### src/rtl/l1_line_biu.sv
// L1-D bus interface unit: single reads/writes, line refill and dirty-line writeback over req/ack/err.
// Optional ack watchdog is enabled by defining L1_BIU_TIMEOUT_EN.
module l1_line_biu #(
  parameter int unsigned ADDR_WIDTH  = 24,
  parameter int unsigned DATA_WIDTH  = 64,
  parameter int unsigned LINE_WORDS  = 128,
  parameter int unsigned TIMEOUT_CYC = 255
) (
  input  logic                  clk,
  input  logic                  rst_n,
  input  logic                  read_req,
  input  logic                  write_through_req,
  input  logic                  read_line_req,
  input  logic                  write_line_req,
  input  logic [ADDR_WIDTH-1:0] pa,
  input  logic [DATA_WIDTH-1:0] wt_data,
  output logic [DATA_WIDTH-1:0] line_data,
  output logic [7:0]            addr_count,
  output logic                  line_write,
  output logic                  cache_entry_refill,
  output logic                  trans_rdy,
  output logic                  bus_error,
  output logic                  bus_req,
  output logic                  bus_we,
  output logic [ADDR_WIDTH-1:0] bus_addr,
  output logic [DATA_WIDTH-1:0] bus_wdata,
  input  logic [DATA_WIDTH-1:0] bus_rdata,
  input  logic                  bus_ack,
  input  logic                  bus_err
);

  localparam int unsigned IW         = $clog2(LINE_WORDS);
  localparam int unsigned OB         = $clog2(DATA_WIDTH / 8);
  localparam int unsigned LINE_BYTES = LINE_WORDS * (DATA_WIDTH / 8);

  if (LINE_WORDS < 2 || LINE_WORDS > 128 || (LINE_WORDS & (LINE_WORDS - 1)) != 0 ||
      TIMEOUT_CYC < 1 || TIMEOUT_CYC > 255) begin : g_param_check
    $error("l1_line_biu: unsupported LINE_WORDS or TIMEOUT_CYC");
  end

  typedef enum logic [2:0] {
    S_IDLE, S_SINGLE, S_FILL, S_WB_RD, S_WB_WR, S_DONE, S_ERR
  } state_t;

  state_t                  state_q, state_d;
  logic [IW-1:0]           idx_q, idx_d, idx_nxt;
  logic [ADDR_WIDTH-1:0]   base_q, base_d;
  logic [ADDR_WIDTH-1:0]   line_base, word_pa, cur_addr, nxt_addr;
  logic                    last_word, beat_ok, beat_err, timeout_hit;

  logic                    bus_req_d, bus_we_d, line_write_d, refill_d, trans_rdy_d, bus_error_d;
  logic [ADDR_WIDTH-1:0]   bus_addr_d;
  logic [DATA_WIDTH-1:0]   bus_wdata_d, line_data_d;
  logic [7:0]              addr_count_d;

  function automatic logic [7:0] word_ptr(input logic [IW-1:0] i, input logic ph);
    return 8'({i, ph});
  endfunction

  assign line_base = pa & ~ADDR_WIDTH'(LINE_BYTES - 1);
  assign word_pa   = pa & ~ADDR_WIDTH'(DATA_WIDTH / 8 - 1);
  assign idx_nxt   = idx_q + IW'(1);
  assign cur_addr  = base_q | (ADDR_WIDTH'(idx_q) << OB);
  assign nxt_addr  = base_q | (ADDR_WIDTH'(idx_nxt) << OB);
  assign last_word = (idx_q == IW'(LINE_WORDS - 1));

  // Handshake is only honoured while a beat is outstanding; err wins over ack.
  assign beat_err = bus_req & (bus_err | timeout_hit);
  assign beat_ok  = bus_req & bus_ack & ~bus_err & ~timeout_hit;

`ifdef L1_BIU_TIMEOUT_EN
  logic [7:0] tmo_q;

  assign timeout_hit = bus_req && (tmo_q == 8'(TIMEOUT_CYC - 1));

  always_ff @(posedge clk) begin
    if (!rst_n) begin
      tmo_q <= '0;
    end else if (!bus_req || bus_ack || bus_err || timeout_hit) begin
      tmo_q <= '0;
    end else begin
      tmo_q <= tmo_q + 8'd1;
    end
  end
`else
  assign timeout_hit = 1'b0;
`endif

  // Next-state and next-output logic; all outputs are registered below.
  always_comb begin
    state_d      = state_q;
    idx_d        = idx_q;
    base_d       = base_q;
    bus_req_d    = bus_req;
    bus_we_d     = bus_we;
    bus_addr_d   = bus_addr;
    bus_wdata_d  = bus_wdata;
    line_data_d  = line_data;
    addr_count_d = addr_count;
    line_write_d = 1'b0;
    refill_d     = 1'b0;
    trans_rdy_d  = 1'b0;
    bus_error_d  = 1'b0;

    case (state_q)
      S_IDLE: begin
        idx_d = '0;
        if (write_line_req) begin
          state_d      = S_WB_RD;
          base_d       = line_base;
          addr_count_d = word_ptr('0, 1'b0);
        end else if (read_line_req) begin
          state_d      = S_FILL;
          base_d       = line_base;
          bus_req_d    = 1'b1;
          bus_we_d     = 1'b0;
          bus_addr_d   = line_base;
          addr_count_d = word_ptr('0, 1'b0);
        end else if (read_req) begin
          state_d    = S_SINGLE;
          bus_req_d  = 1'b1;
          bus_we_d   = 1'b0;
          bus_addr_d = word_pa;
        end else if (write_through_req) begin
          state_d     = S_SINGLE;
          bus_req_d   = 1'b1;
          bus_we_d    = 1'b1;
          bus_addr_d  = word_pa;
          bus_wdata_d = wt_data;
        end
      end

      S_SINGLE: begin
        if (beat_err) begin
          state_d      = S_ERR;
          bus_req_d    = 1'b0;
          bus_error_d  = 1'b1;
          addr_count_d = '0;
        end else if (beat_ok) begin
          bus_req_d   = 1'b0;
          line_data_d = bus_rdata;
          if (bus_we ? write_through_req : read_req) begin
            state_d     = S_DONE;
            trans_rdy_d = 1'b1;
          end else begin
            state_d = S_IDLE;
          end
        end
      end

      // line_write high marks the SRAM write cycle that follows each accepted beat.
      S_FILL: begin
        if (line_write) begin
          idx_d = idx_nxt;
          if (!read_line_req) begin
            state_d = S_IDLE;
          end else if (last_word) begin
            state_d     = S_DONE;
            trans_rdy_d = 1'b1;
            refill_d    = 1'b1;
          end else begin
            bus_req_d    = 1'b1;
            bus_addr_d   = nxt_addr;
            addr_count_d = word_ptr(idx_nxt, 1'b0);
          end
        end else if (beat_err) begin
          state_d      = S_ERR;
          bus_req_d    = 1'b0;
          bus_error_d  = 1'b1;
          addr_count_d = '0;
          idx_d        = '0;
        end else if (beat_ok) begin
          bus_req_d    = 1'b0;
          line_data_d  = bus_rdata;
          line_write_d = 1'b1;
        end
      end

      // SRAM data for addr_count presented in WB_RD is valid when leaving WB_RD.
      S_WB_RD: begin
        state_d      = S_WB_WR;
        bus_req_d    = 1'b1;
        bus_we_d     = 1'b1;
        bus_addr_d   = cur_addr;
        bus_wdata_d  = wt_data;
        addr_count_d = word_ptr(idx_q, 1'b1);
      end

      S_WB_WR: begin
        if (beat_err) begin
          state_d      = S_ERR;
          bus_req_d    = 1'b0;
          bus_error_d  = 1'b1;
          addr_count_d = '0;
          idx_d        = '0;
        end else if (beat_ok) begin
          bus_req_d = 1'b0;
          idx_d     = idx_nxt;
          if (!write_line_req) begin
            state_d = S_IDLE;
          end else if (last_word) begin
            state_d     = S_DONE;
            trans_rdy_d = 1'b1;
          end else begin
            state_d      = S_WB_RD;
            addr_count_d = word_ptr(idx_nxt, 1'b0);
          end
        end
      end

      S_DONE:  state_d = S_IDLE;
      S_ERR:   state_d = S_IDLE;
      default: state_d = S_IDLE;
    endcase
  end

  always_ff @(posedge clk) begin
    if (!rst_n) begin
      state_q            <= S_IDLE;
      idx_q              <= '0;
      base_q             <= '0;
      bus_req            <= 1'b0;
      bus_we             <= 1'b0;
      bus_addr           <= '0;
      bus_wdata          <= '0;
      line_data          <= '0;
      addr_count         <= '0;
      line_write         <= 1'b0;
      cache_entry_refill <= 1'b0;
      trans_rdy          <= 1'b0;
      bus_error          <= 1'b0;
    end else begin
      state_q            <= state_d;
      idx_q              <= idx_d;
      base_q             <= base_d;
      bus_req            <= bus_req_d;
      bus_we             <= bus_we_d;
      bus_addr           <= bus_addr_d;
      bus_wdata          <= bus_wdata_d;
      line_data          <= line_data_d;
      addr_count         <= addr_count_d;
      line_write         <= line_write_d;
      cache_entry_refill <= refill_d;
      trans_rdy          <= trans_rdy_d;
      bus_error          <= bus_error_d;
    end
  end

endmodule

### config.mk
export PLATFORM = sky130hd
export DESIGN_NAME = l1_line_biu
export DESIGN_NICKNAME = d
export VERILOG_FILES = /design/src/rtl/l1_line_biu.sv
export SDC_FILE = /design/constraint.sdc
export NUM_CORES = 1
export LEC_CHECK = 0
export BUFFER_PORTS_ARGS = -buffer_cell sky130_fd_sc_hd__buf_2
export CORE_AREA = 2 2 134 136
export DETAILED_ROUTE_END_ITERATION = 7
export DIE_AREA = 0 0 136 138
export PLACE_DENSITY = 0.85
export RECOVER_POWER = 100
export SLEW_MARGIN = 20
export SYNTH_ARGS = -nofsm -noshare
export SYNTH_HDL_FRONTEND = slang
export SYNTH_SLANG_ARGS = --single-unit
### constraint.sdc
create_clock -name clk -period 2.8 [get_ports clk]
set_input_delay 0.28 -clock clk [delete_from_list [all_inputs] [get_ports clk]]
set_output_delay 0.28 -clock clk [all_outputs]
set_load 0.01 [all_outputs]
==> results of run 1 <==
cell usage in the layout (no fill, tap or decap), drive strengths merged, types with 3 or more instances in the layout:
cell type	n
a211oi	3
a21o	4
a21oi	169
a221oi	3
a22o	3
a311oi	15
a31oi	7
a32o	4
and3	4
buf	170
clkbuf	183
clkinv	6
conb	3
dfxtp	187
inv	14
mux2i	4
nand2	337
nand2b	3
nand3	11
nor2	36
nor2b	3
nor3	9
nor3b	3
o211ai	4
o21ai	29
o22ai	4
o2bb2ai	3
through the flow:
step / hold WS, ns / power, mW
after floorplan: 0.4160 / 4.961
after global placement: 0.4383 / 5.776
after detailed placement: 0.4430 / 5.847
after CTS: 0.06038 / 8.208
after global routing: 0.05593 / 8.475
final: 0.07656 / 8.013
worst max path at each step:
stage,depth (start not counted),startpoint,to
after floorplan,6,idx_q[0],addr_count[2]
after global placement,5,state_q[2],addr_count[5]
after detailed placement,5,state_q[2],addr_count[5]
after CTS,5,state_q[2],addr_count[5]
after global routing,5,state_q[2],addr_count[5]
final,5,state_q[2],addr_count[5]
layer usage:
metal / vias to the layer above / GRT usage [%] / share of wire, %
met5: - / 0 / 0.059
met4: 2 / 7.346 / 2.0
met3: 36 / 6.711 / 8.8
met2: 347 / 39.35 / 49
met1: 3531 / 27.15 / 41
li1: 3792 / - / -
sequential cells by signal, summed over array words and instances, names as in the netlist:
signal and cells:
bus_wdata 64, line_data 64, bus_addr 21, base_q 14, addr_count 8, idx_q 7, state_q 3, bus_error 1
bus_req 1, bus_we 1, cache_entry_refill 1, line_write 1, trans_rdy 1
layout make-up:
| cell class | instances | area, µm² |
|---|---|---|
| repair buffers | 335 | 1580 |
| clock inverters | 14 | 151.4 |
| clock buffers | 18 | 429.2 |
| multi-input cells | 697 | 3506 |
| inverters | 7 | 31.28 |
| well taps | 229 | 286.5 |
| diodes | 1 | 2.502 |
| flip-flops and latches | 187 | 3744 |
| fillers | 1664 | 7804 |
power breakdown:
part | internal (mW) | total [mW] | leakage [nW] | switching, mW
clock | 1.20 | 2.35 | 0.282 | 1.16
sequential | 3.00 | 3.24 | 1.52 | 0.237
combinational | 0.852 | 2.42 | 1.81 | 1.57
worst max-delay path, cell delays in order (launching register included):
cell and delay, ns:
dfxtp_1 0.68, and3b_1 0.24, a21oi_1 0.69, nor2_1 0.28
a21o_1 0.25, a32o_1 0.23
cells by family (layout without fill, tap and decap cells):
logic type,after synthesis,after routing
xor gates and xnor gates,4,4
and+or+nand+nor,422,422
other,1,4
adders and majority gates,2,2
DFF,187,187
muxes,5,5
AOI/OAI and AO/OA,261,261
buffers and inverters,78,374
==> impl_results.md, run 1 <==
* Die ar. at 18770 µm²
* Max clock buf depth at 2
* Worst r2r src: state_q[2]
* Die Height at 138 µm
* CTS tree: yes
* Seq/Total Area, Yosys at 48.74%
* Post-synthesis simple-gate area fraction at 23.28%
* Setup crit end kind: register
* Worst path arrival time at 2.80 ns
* Yosys cell types at 72
* Synth area leader: dfxtp_1
* Post-synth ARST share at 0%
* Hold Crit Endpoint: bus_wdata[21]
* Initial Util at 43.81%
* Worst-Margin Slew at 0.8973 ns
* Tmin final at 2.483 ns
* Final period utilization at 88.66%
* Port bufs at 319
* HP Class: primary input to register
* Proportion of synthesized area in mux cells at 0.6679%
* Syn Inst Count at 960
* RSZ-0062 raised after global routing: no
* Worst reg2reg path endpoint: addr_count[5]
* Std-Cell Rows at 49
* Post-Synth Adder-Cell Area at 0.3258%
* Vias per cell at 5.180
* Post-DP HPWL at 15690 µm
* # setup viols final at 0
* CTS root buffer: clkbuf_16
* Max Cap Viol at 0
* Synthesis Warnings at 0
* Synth top area share at 48.74%
* Avg WL per Cell at 14.85 µm
* # resized after CTS at 0
* Vias in the first global route at 7115
* Post-Synth XOR/XNOR Area at 0.4561%
* First-pass GRT wire length at 34850 µm
* Final Instance Count excl. Fillers at 1488
* Total global-route track usage at 22.85%
* Worst R2R Path Depth at 5
* DRT Wirelength at 22090 µm
* Number of instances in the placed design at 1455
* WS Path Type: register to register
* DRC Markers at 0
* Post-DP Area at 9422 µm²
* Startpoint Class: register
* 1st-iter DRT viols at 410
* Largest family of logic cells by synthesized area: simple AND/OR/NAND/NOR gates
* Leakage at 3.612 nW
* H-tree Lvls at 4
* Pre-antenna DRT Iters at 5
* Worst Slack Setup Final at 0.3175 ns
* Fmax at 402.8 MHz
* Final hold violation count at 0
* Hold path startpoint: wt_data[21]
* Core area at 17530 µm²
* Die W at 136 µm
* Final instance area at 9731 µm²
* Initial antenna violation count at 2
* Post-placement setup slack at 0.5973 ns
* Top_reg_cell synth: dfxtp_1
* CTS Sinks at 187
* Largest net degree at the start of global routing at 94
* Max-slew headroom at 40.18%
* Pins Over Slew Limit at 0
* Layout cells sized above 1 at 18.44%
* Clk pin slew, worst setup/hold paths at 0.08 ns
* Mapped Area at 7681 µm²
* Post-synth top cells: nand2_1, dfxtp_1, a21oi_1
* I/O pins at 326
* P&R area growth vs syn at 26.68%
* Setup bufs post-CTS at 0
* PwrDens at 823.5 nW/µm²
* Top-count cell post-synth: nand2_1
* Later-pin clock latency in the skew report at 0.43 ns
* DR vias at 7708
* Top cells by area, synth: dfxtp_1, nand2_1, a21oi_1
* Gr ovfl total at 0
* Nets at 1407
* Setup tns final at 0 ns
* ANT nets after route at 0
* GPL Wtd Cong at 0.9348
* Clk_skew at 0.01090 ns
* Post-synth EDFFs at 0
* Worst endpoint required time at 3.12 ns
* Inserted Clock Buffers at 17
* CTS Hold Bufs at 0
* Crit-path max FO at 15
* Mapped Avg Cell Area at 8.001 µm²
* Outcome: complete, no violations
* Fin util at 55.49%
* R2R Setup Slk at 0.32 ns
* Compound-Gate Fraction of Synth Area at 21.39%
* Yosys reg bits at 187
* WHS Path Cells at 3
* VDD IR-drop max at 409.6 µV
(Power assumes the default switching activity.)
==> inputs of run 2 (changes only) <==
--- a/config.mk
+++ b/config.mk
@@ -6,10 +6,10 @@
 export NUM_CORES = 1
 export LEC_CHECK = 0
 export BUFFER_PORTS_ARGS = -buffer_cell sky130_fd_sc_hd__buf_2
-export CORE_AREA = 2 2 134 136
+export CORE_AREA = 2 2 164 166
 export DETAILED_ROUTE_END_ITERATION = 7
-export DIE_AREA = 0 0 136 138
-export PLACE_DENSITY = 0.85
+export DIE_AREA = 0 0 166 168
+export PLACE_DENSITY = 0.64
 export RECOVER_POWER = 100
 export SLEW_MARGIN = 20
 export SYNTH_ARGS = -nofsm -noshare
==> constraint.sdc (replaced) <==
create_clock -name clk -period 2.83 [get_ports clk]
set_input_delay 0.283 -clock clk [delete_from_list [all_inputs] [get_ports clk]]
set_output_delay 0.283 -clock clk [all_outputs]
set_load 0.01 [all_outputs]
==> impl_results.md, run 2 (synthesis gave the netlist of run 1 again) <==
* CTS tree: yes
* RSZ-0062 raised after global routing: no
* Die ar. at 27890 µm²
* Max-slew headroom at 32.45%
* PwrDens at 808.2 nW/µm²
* Vias per cell at 4.748
* Most frequent cells in the layout: nand2_1, dfxtp_1, a21oi_1, clkbuf_1, buf_2
* Startpoint Class: register
* Post-placement setup slack at 0.5553 ns
* P&R area growth vs syn at 27.90%
* Internal Dissipation at 5.034 mW
* I/O pins at 326
* Setup crit end kind: register
* Layout cells sized above 1 at 18.25%
* Clock power share at 31.2%
* Most common cell after layout, fill and taps aside: nand2_1
* VDD IR-drop max at 352.5 µV
* Vias in the first global route at 7038
* Port bufs at 319
* Pins Over Slew Limit at 0
* DRC Markers at 0
* Clk pin slew, worst setup/hold paths at 0.08 ns
* Later-pin clock latency in the skew report at 0.43 ns
* DR vias at 7582
* Leakage at 3.608 nW
* Final hold violation count at 0
* Reg power frac at 40.3%
* CTS Hold Bufs at 0
* Max Cap Viol at 0
* ANT nets after route at 0
* Initial Util at 29.15%
* First-pass GRT wire length at 35980 µm
* Die Height at 168 µm
* Nets at 1404
* Avg WL per Cell at 14.10 µm
* DRT Wirelength at 22520 µm
* Pwr Total at 7.940 mW
* Pre-antenna DRT Iters at 6
* Post-DP Area at 9518 µm²
* Logic pwr share at 28.5%
* CP dominant cell by count: nor2_1
* Setup bufs post-CTS at 0
* # setup viols final at 0
* CTS root buffer: clkbuf_16
* Outcome: complete, no violations
* WS Path Type: register to register
* Die W at 166 µm
* Slowest-stage cell, CP: clkbuf_2
* HP Class: primary input to register
* Worst path arrival time at 2.77 ns
* Crit-path max FO at 42
* Std-Cell Rows at 60
* Fmax at 409.4 MHz
* Inserted Clock Buffers at 17
* Final Instance Count excl. Fillers at 1597
* CTS Sinks at 187
* Clk_skew at 0.01758 ns
* Total global-route track usage at 15.68%
* Biggest regs: bus_wdata x64, line_data x64, bus_addr x21
* Worst endpoint required time at 3.16 ns
* Post-DP HPWL at 15290 µm
* 1st-iter DRT viols at 479
* Filler cells at 2854
* Final period utilization at 86.32%
* Max clock buf depth at 2
* Core area at 26350 µm²
* H-tree Lvls at 4
* # resized after CTS at 0
* Largest net degree at the start of global routing at 170
* Sw Share at 36.60%
* Net Sw Power at 2.906 mW
* Crit-path cells: clkbuf_2 -> nor2_1 -> a31o_1 -> a21oi_4 -> buf_12 -> nor2_1 -> a311oi_2
* Final instance area at 9824 µm²
* GPL Wtd Cong at 0.8381
* Number of instances in the placed design at 1564
* Setup tns final at 0 ns
* Critical path's largest stage delay at 0.57 ns
* Gr ovfl total at 0
* Worst-Margin Slew at 1.013 ns
* Initial antenna violation count at 3
* Tmin final at 2.443 ns
* Worst Slack Setup Final at 0.3872 ns
[run 2: layout make-up]
cell class | count | area, µm² | area share [%]
Sequential cell | 187 | 3744 | 38.10
Multi-Input combinational cell | 697 | 3473 | 35.35
Timing Repair Buffer | 332 | 1544 | 15.72
Tap cell | 341 | 426.7 | 4.343
Clock buffer | 17 | 425.4 | 4.330
Clock inverter | 15 | 180.2 | 1.834
Inverter | 7 | 28.78 | 0.2929
Antenna cell | 1 | 2.502 | 0.02547
[run 2: worst paths after layout]
| check | from | to | slack [ns] | cells past startpoint |
|---|---|---|---|---|
| worst min register to register | line_data[40] | line_data[40] | 0.45 | 2 |
| worst max-delay path | state_q[0] | bus_addr[13] | 0.39 | 7 |
| worst min-delay path | wt_data[17] | bus_wdata[17] | 0.08 | 3 |
| worst max register to register | state_q[0] | bus_addr[13] | 0.39 | 7 |
[run 2: critical path: cells and delay by family, from the launching register on]
family | cells | cell delay (ns)
buffers and inverters | 2 | 0.82
AO/OA/AOI/OAI | 3 | 0.72
flip-flops | 1 | 0.50
AND/OR/NAND/NOR | 2 | 0.29
[run 2: routing by layer]
metal  global-route usage [%]  up-vias  share of wire (%)
met1                    19.49     3488                 44
met3                    4.701       29                6.9
met2                    26.20      266                 47
li1                         -     3795                  -
met5                        0        -               0.12
met4                    4.915        4                1.9
[run 2: through the flow]
stage | util (%) | hold slack [ns]
2_1_floorplan | - | 0.4190
3_3_place_gp | 36.12 | 0.4388
3_5_place_dp | 36.12 | 0.4430
4_1_cts | 38.42 | 0.05421
5_1_grt | 37.28 | 0.06195
6_report | 37.28 | 0.08039
[run 2: power groups by stage]
stage          combinational, mW  clock (mW)  sequential, mW
2_1_floorplan               1.58           0            3.33
3_3_place_gp                2.43           0            3.24
3_5_place_dp                2.45           0            3.26
4_1_cts                     2.45        2.55            3.20
5_1_grt                     2.52        2.67            3.25
6_report                    2.26        2.47            3.20
